[src/rtl/pipe_stall_ctrl.sv]
// Pipeline stall/hold controller with a data-bus wait FSM and a bus timeout.
// Optional stall-cycle counter is built only when STALL_PERF_EN is defined.
module pipe_stall_ctrl #(
    parameter logic [7:0] TIMEOUT_CYCLES = 8'd255
) (
    input  logic        clk,
    input  logic        rst,
    input  logic        stallreq_id,
    input  logic        stallreq_ex,
    input  logic        mem_req,
    input  logic        bus_ack,
    output logic        bus_req,
    output logic        bus_err,
    output logic [5:0]  stall,
    output logic [15:0] stall_cnt
);

    typedef enum logic [1:0] {
        RUN      = 2'd0,
        MEM_WAIT = 2'd1,
        MEM_DONE = 2'd2
    } state_t;

    localparam logic [5:0] HOLD_MEM = 6'b011111;
    localparam logic [5:0] HOLD_EX  = 6'b001111;
    localparam logic [5:0] HOLD_ID  = 6'b000111;

    state_t     state;
    state_t     state_nxt;
    logic [7:0] wait_cnt;
    logic [7:0] wait_cnt_nxt;
    logic [7:0] wait_cnt_inc;
    logic       bus_req_nxt;
    logic       bus_err_nxt;
    logic       mem_stall;

    assign wait_cnt_inc = wait_cnt + 8'd1;

    // State, wait counter and registered bus outputs.
    always_ff @(posedge clk) begin
        if (!rst) begin
            state    <= RUN;
            wait_cnt <= 8'd0;
            bus_req  <= 1'b0;
            bus_err  <= 1'b0;
        end else begin
            state    <= state_nxt;
            wait_cnt <= wait_cnt_nxt;
            bus_req  <= bus_req_nxt;
            bus_err  <= bus_err_nxt;
        end
    end

    // Next state: bus_ack is only meaningful while waiting on the bus.
    always_comb begin
        state_nxt    = state;
        wait_cnt_nxt = wait_cnt;
        bus_err_nxt  = 1'b0;
        unique case (state)
            RUN: begin
                if (mem_req) begin
                    state_nxt    = MEM_WAIT;
                    wait_cnt_nxt = 8'd0;
                end
            end
            MEM_WAIT: begin
                if (bus_ack) begin
                    state_nxt = MEM_DONE;
                end else begin
                    wait_cnt_nxt = wait_cnt_inc;
                    if (wait_cnt_inc == TIMEOUT_CYCLES) begin
                        state_nxt   = MEM_DONE;
                        bus_err_nxt = 1'b1;
                    end
                end
            end
            MEM_DONE: begin
                state_nxt = RUN;
            end
            default: begin
                state_nxt = RUN;
            end
        endcase
        bus_req_nxt = (state_nxt == MEM_WAIT);
    end

    assign mem_stall = ((state == RUN) && mem_req) || (state == MEM_WAIT);

    // Hold mask: the deepest requesting stage wins, lower requests are masked.
    always_comb begin
        stall = 6'b000000;
        if (!rst) begin
            stall = 6'b000000;
        end else if (mem_stall) begin
            stall = HOLD_MEM;
        end else if (stallreq_ex) begin
            stall = HOLD_EX;
        end else if (stallreq_id) begin
            stall = HOLD_ID;
        end
    end

`ifdef STALL_PERF_EN
    logic [15:0] cnt_q;

    // Saturating count of cycles with any stage held.
    always_ff @(posedge clk) begin
        if (!rst) begin
            cnt_q <= 16'h0000;
        end else if ((stall != 6'b000000) && (cnt_q != 16'hFFFF)) begin
            cnt_q <= cnt_q + 16'd1;
        end
    end

    assign stall_cnt = cnt_q;
`else
    assign stall_cnt = 16'h0000;
`endif

endmodule

[config.mk]
export PLATFORM = sky130hd
export DESIGN_NAME = pipe_stall_ctrl
export DESIGN_NICKNAME = d
export VERILOG_FILES = /design/src/rtl/pipe_stall_ctrl.sv
export SDC_FILE = /design/constraint.sdc
export NUM_CORES = 1
export LEC_CHECK = 0
export CORE_ASPECT_RATIO = 1.1
export CORE_UTILIZATION = 30
export DETAILED_ROUTE_END_ITERATION = 12
export GPL_ROUTABILITY_DRIVEN = 0
export PLACE_DENSITY = 0.68
export SLEW_MARGIN = 10
export SYNTH_ARGS = -nofsm -noshare
export SYNTH_HDL_FRONTEND = slang
export SYNTH_SLANG_ARGS = --single-unit
[constraint.sdc]
create_clock -name clk -period 1.8 [get_ports clk]
set_input_delay 0.45 -clock clk [delete_from_list [all_inputs] [get_ports clk]]
set_output_delay 0.45 -clock clk [all_outputs]
set_load 0.02 [all_outputs]
-- Word-level counts from Yosys, hierarchy flattened
Cells that the tools add are included.
Widths: inputs -> output; s select.
- bits in registers: 12
- bits in latches: 0
- memory bits (writable): 0
- memory bits (read-only): 0
- input port bits: 6
- output and inout port bits: 24
- word-level logic and storage cells: 30
- memories kept: 0
- add/subtract/negate cells: 1
- $mul: 0
- div/mod/pow operators: 0
- $lt $le $gt $ge: 0
- equal/unequal tests: 5
- shifts and indexed selects: 0
- multiplexer cells: 12
- bitwise logic cells: 2
- reduce and logical (&&, ||, !) cells: 6
- operator list (kind ; count):
    $mux 8 ; 2
    $pmux 8 s2 ; 1
    $mux 5 ; 2
    $add 8x1->8 const B ; 1
    $eq 8x8->1 const B ; 1
    $mux 2 ; 3
    $eq 2x1->1 const B ; 2
    $mux 4 ; 1
    $ne 2x2->1 const B ; 2
    $pmux 2 s2 ; 1
    $mux 3 ; 1
    $reduce_and 3->1 ; 1
    $reduce_or 3->1 ; 1
    $logic_not 2->1 ; 1
    $not 1->1 ; 2
    $reduce_bool 2->1 ; 1
    $logic_and 1x1->1 ; 1
    $logic_or 1x1->1 ; 1
    $mux 1 ; 1

-- Depth between registers and ports, before layout
Gate-level depths: netlist (run 1).
- depth after elaboration: 6
- mapped depth: 5
- mapped depth without buffers: 5

-- Least setup slack after synthesis (run 1)
Ideal clock, no wire load.
- path type: input port to output port
- from: input rst
- to: output stall[1]
- arrival: 1.187 ns
- data required time: 1.350 ns
- slack: 0.163 ns
- stages: 3
- buffers on the path: 2
- cell sequence: clkbuf_1 > o31a_1 > buf_4
- longest elaborated chain between the ends: 1
- ends and longest elaborated chain (element ; RTL line ; text):
    start: declaration ; 7 ; input logic rst,
    $mux 5 ; 92 ; if (!rst) begin
    end: declaration ; 14 ; output logic [5:0] stall,
Every way passes these cells.

-- Final worst setup path (run 1)
- from: input mem_req
- to: output stall[1]
- longest elaborated chain between the ends: 4
- ends and longest elaborated chain (element ; RTL line ; text):
    start: declaration ; 10 ; input logic mem_req,
    $logic_and 1x1->1 ; 87 ; assign mem_stall = ((state == RUN) && mem_req) || (state == MEM_WAIT);
    $logic_or 1x1->1 ; 87 ;
    $mux 5 ; 94 ; end else if (mem_stall) begin
    $mux 5 ; 92 ;
Every way passes these cells.

==> flow_metrics.py, run 1 <==
metrics = {
    "clock_tree": {
        "cts_sinks": 12,
        "cts_tree": "done",
        "clock_path_buffers": 2,
        "cts-buffers-inserted": 3,
        "ctsHtreeMaxLevel": 1,
        "clk_latency_ns": 0.27,
        "clk_pin_slew_ns": 0.08,
        "root_buffer": "clkbuf_4",
    },
    "floorplanning": {
        "dieArea_mm2": 0.003040,
        "die_y_um": 57.73,
        "io_pins": 30,
        "rows": 19,
        "die_w_um": 52.67,
        "initial_utilization_pct": 32.69,
        "coreArea_mm2": 0.002591,
    },
    "run_status": {
        "status": "finished clean",
    },
    "synth": {
        "synth_edf_count": 0,
        "synth_top_cells_by_area": "dfxtp_1 28%, buf_4 17%, a21oi_1 4.7%",
        "synth_common_cells": "19 x buf_4, 12 x dfxtp_1, 8 x a21oi_1, 6 x nor2_1",
        "syn_inst": 103,
        "yosys_warnings": 0,
        "syn-cell-area_um2": 847.1,
        "seq_area_frac_synth_pct": 28.36,
        "synthDistinctLibCells": 38,
        "synth_top_area_cell": "dfxtp_1",
        "synth_top_area_share_pct": 28.36,
        "avgSynthCellArea_um2": 8.224,
        "synth-async-reset-ratio_pct": 0,
        "synth.ff_latch_count": 12,
        "synth_flop_cell": "dfxtp_1",
        "synth_most_common_cell": "buf_4",
    },
    "worst_setup_path": {
        "worst-path-max-fanout": 3,
        "end_kind": "output pin",
        "critical_path.top_delay_family": "buffers and inverters",
        "reg2reg_slack_ns": 0.19,
        "crit_end": "stall[1]",
        "startpoint_type": "input pin",
        "critPathBufInv": 2,
        "crit_chain": "clkdlybuf4s15_1 -> nor2_2 -> nor2_1 -> o31a_1 -> buf_6",
        "crit_path_top_delay_cell": "o31a_1",
        "r2r-end": "bus_req",
        "reg2reg_from": "wait_cnt[1]",
        "path_class": "in -> out",
        "reg2regPathDepth": 5,
        "worstPathArrival_ns": 1.29,
        "crit_required_ns": 1.35,
        "cp.depth": 5,
        "crit_path_start": "mem_req",
        "max_stage_delay_ns": 0.30,
    },
    "cells_and_area": {
        "fillers": 263,
        "num_antenna_cells": 0,
        "area_growth_pct": 21.27,
        "final_layout_size_suffix_gt1_share_pct": 19.51,
        "nNetsFinal": 132,
    },
    "power_and_ir_drop": {
        "power_density_mw_per_mm2": 610.8,
        "seq_power_share_pct": 43.9,
        "swShare_pct": 28.52,
        "p_leak_nw": 0.4198,
        "p_int_w": 0.0004485,
        "combPwrFrac_pct": 22.3,
        "switchingPower_w": 0.0001789,
        "power_w": 0.0006275,
        "ir_worst_vdd_uv": 499.0,
        "pwr-share-clk_pct": 33.8,
    },
    "hold_path": {
        "hp-class": "reg -> reg",
        "hold_path_depth": 1,
    },
    "timing": {
        "finalSetupViolCount": 0,
        "timing.final.max_slew_violations": 0,
        "layout_min_cycle_time_ns": 1.741,
        "max_freq_ghz": 0.5743,
        "worst_slack_ns": 0.05889,
        "hold_viol": 0,
        "rsz0062_at_grt": "false",
        "fin_crit_sh_pct": 96.73,
        "fin_worst_skew_ns": 0.007055,
    },
    "placement": {
        "portBuffers": 12,
        "pre_cts_ws_ns": -0.5786,
        "dp_hpwl_um": 1244,
    },
    "drt": {
        "drt_first_pass_iters": 4,
        "antenna_left": 0,
        "vias": 729,
        "detail_route.iter0.violations": 11,
        "drc": 0,
        "viasPerCell": 4.734,
        "routed_wl_um": 1633,
        "wire_per_inst_um": 10.60,
    },
    "global_routing": {
        "grt_pass1_wl_um": 2760,
        "grt_max_degree": 10,
        "grt_pass1_vias": 668,
        "track_usage_pct": 12.14,
        "grt_overflow": 0,
        "antenna_found_initial": 0,
    },
    "flow_run": {
        "drv_cap": 0,
    },
}
## cell usage in the layout, fill, tap and decap left out, drive strengths merged, types with 4 or more instances in the layout
cell and instances:
conb 17, buf 14, dfxtp 12, a21oi 8
nor2 6, nand2 5, o21ai 5, nand3 4
clkbuf 4
## cell families (layout without fill, tap and decap cells)
kind of cell    count (synthesis)  in the layout  share of synthesized area [%]
fa+ha+maj                       2              2                          2.954
buf+inv                        24             28                          19.20
xor+xnor                        3              3                          3.102
simple gates                   33             33                          24.37
other cells                     1             17                         0.4427
compound gates                 28             28                          21.57
flops                          12             12                          28.36
## area by class of cell
class / count / area (um2) / share of cell area (%)
Inverter: 3 / 11.26 / 1.096
Timing Repair Buffer: 21 / 185.2 / 18.03
Multi-Input combinational cell: 83 / 515.5 / 50.18
Clock buffer: 4 / 36.28 / 3.532
Sequential cell: 12 / 240.2 / 23.39
Tap cell: 31 / 38.79 / 3.776
## power groups by stage
stage                     Combinational (W)  Clock (W)  Sequential [W]
after floorplan                    0.000114          0        0.000284
after global placement             0.000136          0        0.000281
after detailed placement           0.000138          0        0.000281
after CTS                          0.000139   0.000222        0.000275
after global routing               0.000151   0.000236        0.000276
final                              0.000140   0.000212        0.000275
## sequential cells by signal, summed over array words and instances (netlist names)
name / flops
state: 2
wait_cnt: 8
bus_req: 1
bus_err: 1
## what timing repair did
action	4_1_cts	5_1_grt
resized for setup	31	4
pin swaps	3	1
endpoints found under the setup margin	5	8
buffers inserted	1	0
hold buffers	0	0
## per-stage QoR
step	hold slack, ns	std cells	utilization (%)	instance area [um2]	setup TNS, ns
6_report	0.5116	154	39.64	1027	0
5_1_grt	0.5947	154	39.64	1027	0
4_1_cts	0.5140	154	39.11	1013	0
3_5_place_dp	0.5003	149	37.61	974.7	-3.125
3_3_place_gp	0.4846	149	37.61	974.7	-2.758
2_1_floorplan	0.4599	119	-	907.1	0
## how the worst min path moves through the flow
stage	start	to	slack, ns
final	wait_cnt[4]	wait_cnt[4]	0.51
after global routing	wait_cnt[7]	state[1]	0.59
after CTS	wait_cnt[4]	wait_cnt[4]	0.51
after detailed placement	wait_cnt[4]	wait_cnt[4]	0.50
after global placement	wait_cnt[4]	wait_cnt[4]	0.48
after floorplan	wait_cnt[4]	wait_cnt[4]	0.46
## layer usage
layer / vias to the layer above / global-route usage [%] / part of all wire [%]
li1: 369 / - / -
met1: 339 / 13.30 / 43
met2: 19 / 21.34 / 51
met3: 2 / 5.512 / 5.1
met4: 0 / 2.256 / 0.67
met5: - / 0 / 0
No activity file was read; power rests on OpenSTA's default activity.
==> run 2, diff against run 1 <==
--- a/config.mk
+++ b/config.mk
@@ -9,2 +9,3 @@
 export CORE_UTILIZATION = 30
+export CTS_BUF_LIST = sky130_fd_sc_hd__clkbuf_8
 export DETAILED_ROUTE_END_ITERATION = 12
==> constraint.sdc (replaced) <==
create_clock -name clk -period 1.8 [get_ports clk]
set_input_delay 0.18 -clock clk [delete_from_list [all_inputs] [get_ports clk]]
set_output_delay 0.18 -clock clk [all_outputs]
set_load 0.02 [all_outputs]
==> run 2 against run 1 <==
Net effect:
- global-route usage down 0.93 points
- non-clock buffer count shrank 3
- wire length rose by 1.5%
- critical path depth stayed put
- sequential power is essentially flat
- first-iteration DRC count rose by 55%
==> flow_metrics.py, run 2 (same netlist as run 1, synthesis figures left out) <==
metrics = {
    "power_and_ir_drop": {
        "p_leak_nw": 0.4143,
        "power_density_mw_per_mm2": 696.5,
        "ir_worst_vdd_uv": 433.4,
    },
    "timing": {
        "rsz0062_at_grt": "false",
        "timing.final.max_slew_violations": 0,
        "max_freq_ghz": 0.5960,
        "final.setup.tns_ns": 0,
        "hold_viol": 0,
        "finalSetupViolCount": 0,
        "holdWs_ns": 0.5149,
        "layout_min_cycle_time_ns": 1.678,
        "fin_crit_sh_pct": 93.21,
        "fin_worst_skew_ns": 0.002182,
    },
    "worst_setup_path": {
        "worst-path-max-fanout": 6,
        "startpoint_type": "flip-flop",
        "path_class": "reg -> reg",
        "worstPathArrival_ns": 1.81,
        "end_kind": "flip-flop",
        "crit_required_ns": 1.93,
    },
    "drt": {
        "drt_first_pass_iters": 4,
        "detail_route.iter0.violations": 17,
        "antenna_left": 0,
        "drc": 0,
        "routed_wl_um": 1657,
        "vias": 713,
        "viasPerCell": 4.722,
        "wire_per_inst_um": 10.97,
    },
    "flow_run": {
        "drv_cap": 0,
    },
    "floorplanning": {
        "io_pins": 30,
        "coreArea_mm2": 0.002591,
        "initial_utilization_pct": 32.69,
        "die_w_um": 52.67,
        "dieArea_mm2": 0.003040,
        "rows": 19,
        "die_y_um": 57.73,
    },
    "cells_and_area": {
        "top_register": "wait_cnt",
        "mostFrequentLayoutCells": "17 x conb_1, 12 x dfxtp_1, 8 x a21oi_1, 7 x clkdlybuf4s50_1",
        "num_antenna_cells": 0,
        "final_common_cell": "conb_1",
        "nNetsFinal": 129,
        "largest_reg_flops": 8,
        "fillers": 273,
        "area_growth_pct": 19.50,
        "fin_util_pct": 39.06,
        "finalInstanceArea_mm2": 0.001012,
        "final_layout_size_suffix_gt1_share_pct": 10.83,
        "largestRegisters": "wait_cnt: 8 flops, state: 2 flops",
    },
    "global_routing": {
        "grt_max_degree": 10,
        "antenna_found_initial": 0,
        "grt_overflow": 0,
        "grt_pass1_vias": 596,
        "grt_pass1_wl_um": 2546,
        "track_usage_pct": 11.21,
    },
    "run_status": {
        "status": "finished clean",
    },
    "clock_tree": {
        "clk_pin_slew_ns": 0.06,
        "root_buffer": "clkbuf_8",
        "cts_tree": "done",
        "ctsHoldBuffers": 0,
        "clock_path_buffers": 2,
        "clk_latency_ns": 0.24,
        "cts-buffers-inserted": 3,
        "ctsHtreeMaxLevel": 1,
        "cts_sinks": 12,
    },
    "placement": {
        "dp_hpwl_um": 1242,
        "place_area_um2": 959.7,
        "portBuffers": 12,
    },
    "hold_path": {
        "hp-class": "reg -> reg",
    },
}
[run 2: final cells by class]
class / instances / area [um2] / area share, %
Multi-Input combinational cell: 83 / 504.2 / 49.81
Sequential cell: 12 / 240.2 / 23.73
Timing Repair Buffer: 18 / 162.7 / 16.07
Clock buffer: 4 / 55.05 / 5.439
Tap cell: 31 / 38.79 / 3.832
Inverter: 3 / 11.26 / 1.112
[run 2: path summary, 6_finish.rpt]
check,start,to,slack [ns],cells past startpoint
worst min register to register,wait_cnt[4],wait_cnt[4],0.51,1
worst min-delay path,wait_cnt[4],wait_cnt[4],0.51,1
worst max-delay path,wait_cnt[1],bus_req,0.12,5
worst max register to register,wait_cnt[1],bus_req,0.12,5
[run 2: where the power goes]
| part | total, W | leakage (nW) | internal (W) | switching [W] |
|---|---|---|---|---|
| registers | 0.000278 | 0.0973 | 0.000272 | 0.00000625 |
| logic | 0.000130 | 0.288 | 0.0000481 | 0.0000820 |
| clock network | 0.000297 | 0.0288 | 0.000193 | 0.000104 |
[run 2: metrics by stage]
step | power [W] | setup slack [ns] | std cells
floorplan | 0.0003981 | 0.3472 | 119
global placement | 0.0004140 | 0.01162 | 147
detailed placement | 0.0004172 | -0.04236 | 147
CTS | 0.0007144 | 0.04072 | 151
global route | 0.0007436 | 0.001911 | 151
finish | 0.0007050 | 0.1222 | 151
[run 2: critical path, cell delays in order (launching register included)]
cell and delay [ns]:
dfxtp_1 0.40, ha_1 0.28, nand4_1 0.19, xnor2_1 0.20
a31oi_1 0.18, o31a_1 0.31
[run 2: what timing repair did]
action | CTS | global route
gates resized for setup | 4 | 1
buffers inserted | 0 | 0
pin swaps | 0 | 0
setup endpoints to repair | 4 | 1
[run 2: layer usage]
| layer | wire [um] | up-vias | track usage [%] | share of wire, % |
|---|---|---|---|---|
| li1 | - | 365 | - | - |
| met1 | 785 | 324 | 13.85 | 47 |
| met2 | 767 | 20 | 18.63 | 46 |
| met3 | 81 | 4 | 2.362 | 4.9 |
| met4 | 22 | 0 | 4.511 | 1.3 |
| met5 | 0 | - | 0 | 0 |
==> run 3, diff against run 2 <==
- RECOVER_POWER: not set -> 100
- TNS_END_PERCENT: not set -> 30
==> run 3 against run 2 <==
Net effect:
- clock-buffer cell count unchanged
- first-iteration DRC count is the same
- final area is 1.6% lower
- power fell by 0.67%
- largest power group unchanged
==> flow_metrics.py, run 3 (same netlist as run 1, synthesis figures left out) <==
metrics = {
    "timing": {
        "fin_worst_skew_ns": 0.002385,
        "layout_min_cycle_time_ns": 1.675,
        "hold_viol": 0,
        "timing.final.max_slew_violations": 0,
        "finalSetupViolCount": 0,
        "max_freq_ghz": 0.5969,
        "holdWs_ns": 0.5149,
        "rsz0062_at_grt": "false",
        "fin_crit_sh_pct": 93.08,
        "worst_slack_ns": 0.1246,
    },
    "run_status": {
        "status": "finished clean",
    },
    "cells_and_area": {
        "fin_util_pct": 38.44,
        "num_antenna_cells": 0,
        "final_common_cell": "conb_1",
        "final_layout_size_suffix_gt1_share_pct": 9.167,
        "largest_reg_flops": 8,
        "area_growth_pct": 17.58,
        "fillers": 277,
        "nNetsFinal": 129,
        "largestRegisters": "wait_cnt: 8 flops, state: 2 flops",
        "mostFrequentLayoutCells": "17 x conb_1, 12 x dfxtp_1, 8 x a21oi_1, 6 x nor2_1",
        "top_register": "wait_cnt",
    },
    "global_routing": {
        "grt_pass1_wl_um": 2546,
        "grt_max_degree": 10,
        "antenna_found_initial": 0,
        "track_usage_pct": 11.21,
        "grt_pass1_vias": 596,
        "grt_overflow": 0,
    },
    "drt": {
        "met2_length_um": 766,
        "routed_wl_um": 1661,
        "wire_per_inst_um": 11.00,
        "detail_route.iter0.violations": 17,
        "wirelength_met1_um": 769,
        "drc": 0,
        "viasPerCell": 4.808,
        "vias": 726,
        "highest_layer": "met4",
        "drt_first_pass_iters": 4,
        "antenna_left": 0,
        "wl_met3_um": 102,
    },
    "worst_setup_path": {
        "max_stage_delay_ns": 0.40,
        "critPathBufInv": 0,
        "end_kind": "flip-flop",
        "crit_path_start": "wait_cnt[1]",
        "reg2reg_slack_ns": 0.12,
        "startpoint_type": "flip-flop",
        "worstPathArrival_ns": 1.80,
        "worst-path-max-fanout": 6,
        "r2r-end": "bus_req",
        "critical_path.top_delay_family": "compound AO/OA/AOI/OAI gates",
        "crit_end": "bus_req",
        "crit_path_top_delay_cell": "dfxtp_1",
        "path_class": "reg -> reg",
        "reg2reg_from": "wait_cnt[1]",
        "cp.depth": 5,
        "crit_required_ns": 1.93,
        "crit_chain": "ha_1 -> nand4_1 -> xnor2_1 -> a31oi_1 -> o31a_1",
        "reg2regPathDepth": 5,
    },
    "floorplanning": {
        "io_pins": 30,
        "initial_utilization_pct": 32.69,
        "dieArea_mm2": 0.003040,
        "coreArea_mm2": 0.002591,
        "rows": 19,
        "die_w_um": 52.67,
        "die_y_um": 57.73,
    },
    "power_and_ir_drop": {
        "p_leak_nw": 0.3971,
        "ir_worst_vdd_uv": 429.0,
        "power_w": 0.0007003,
        "seq_power_share_pct": 39.7,
        "switchingPower_w": 0.0001915,
        "p_int_w": 0.0005088,
        "combPwrFrac_pct": 18.0,
        "swShare_pct": 27.34,
        "power_density_mw_per_mm2": 703.1,
        "pwr-share-clk_pct": 42.4,
    },
    "placement": {
        "dp_hpwl_um": 1242,
        "pre_cts_ws_ns": -0.04236,
        "portBuffers": 12,
    },
    "clock_tree": {
        "clock_path_buffers": 2,
        "cts-buffers-inserted": 3,
        "cts_tree": "done",
        "clk_latency_ns": 0.24,
        "ctsHtreeMaxLevel": 1,
        "root_buffer": "clkbuf_8",
        "cts_sinks": 12,
        "clk_pin_slew_ns": 0.06,
    },
    "flow_run": {
        "drv_cap": 0,
    },
    "hold_path": {
        "hp-class": "reg -> reg",
        "hold_path_depth": 1,
    },
}
-- run 3: layer usage --
metal	vias to the layer above	GRT usage, %
met1	324	13.85
li1	364	-
met4	0	4.511
met2	34	18.63
met3	4	2.362
met5	-	0
-- run 3: power groups by stage --
stage	Clock [W]	Sequential [W]	Combinational, W
after floorplan	0	0.000284	0.000114
after global placement	0	0.000283	0.000131
after detailed placement	0	0.000283	0.000134
after CTS	0.000307	0.000278	0.000130
after global routing	0.000325	0.000278	0.000136
final	0.000297	0.000278	0.000126
-- run 3: worst reg2reg max path, delay by kind of cell, from the launching register on --
family                     cells  cell delay, ns
and+or+nand+nor                1            0.19
DFF                            1            0.40
AOI/OAI and AO/OA              2            0.49
xor gates and xnor gates       1            0.20
adders and majority gates      1            0.28
-- run 3: timing repair --
item | CTS | global route
hold buffers | 0 | 0
hold endpoints to repair | 0 | 0
setup buffers | 0 | 0
endpoints found under the setup margin | 4 | 1
resized for setup | 4 | 1
cloned | 0 | 0
-- run 3: area by class of cell --
| class | instances | area, um2 | share of cell area, % |
|---|---|---|---|
| Inverter | 3 | 11.26 | 1.131 |
| Sequential cell | 12 | 240.2 | 24.12 |
| Clock buffer | 4 | 55.05 | 5.528 |
| Multi-Input combinational cell | 83 | 504.2 | 50.63 |
| Tap cell | 31 | 38.79 | 3.894 |
| Timing Repair Buffer | 18 | 146.4 | 14.70 |
-- run 3: stage by stage --
step	cells	cell area (um2)	setup TNS (ns)
after CTS	151	1010	0
after global placement	147	959.7	0
after global routing	151	996.0	0
after detailed placement	147	959.7	-0.1078
final	151	996.0	0
after floorplan	119	907.1	0
-- run 3: worst min-delay path by stage --
| stage | start | end | slack (ns) |
|---|---|---|---|
| after floorplan | bus_ack | state[1] | 0.32 |
| after global placement | wait_cnt[4] | wait_cnt[4] | 0.49 |
| after detailed placement | wait_cnt[4] | wait_cnt[4] | 0.50 |
| after CTS | wait_cnt[4] | wait_cnt[4] | 0.51 |
| after global routing | state[0] | state[1] | 0.57 |
| final | wait_cnt[4] | wait_cnt[4] | 0.51 |
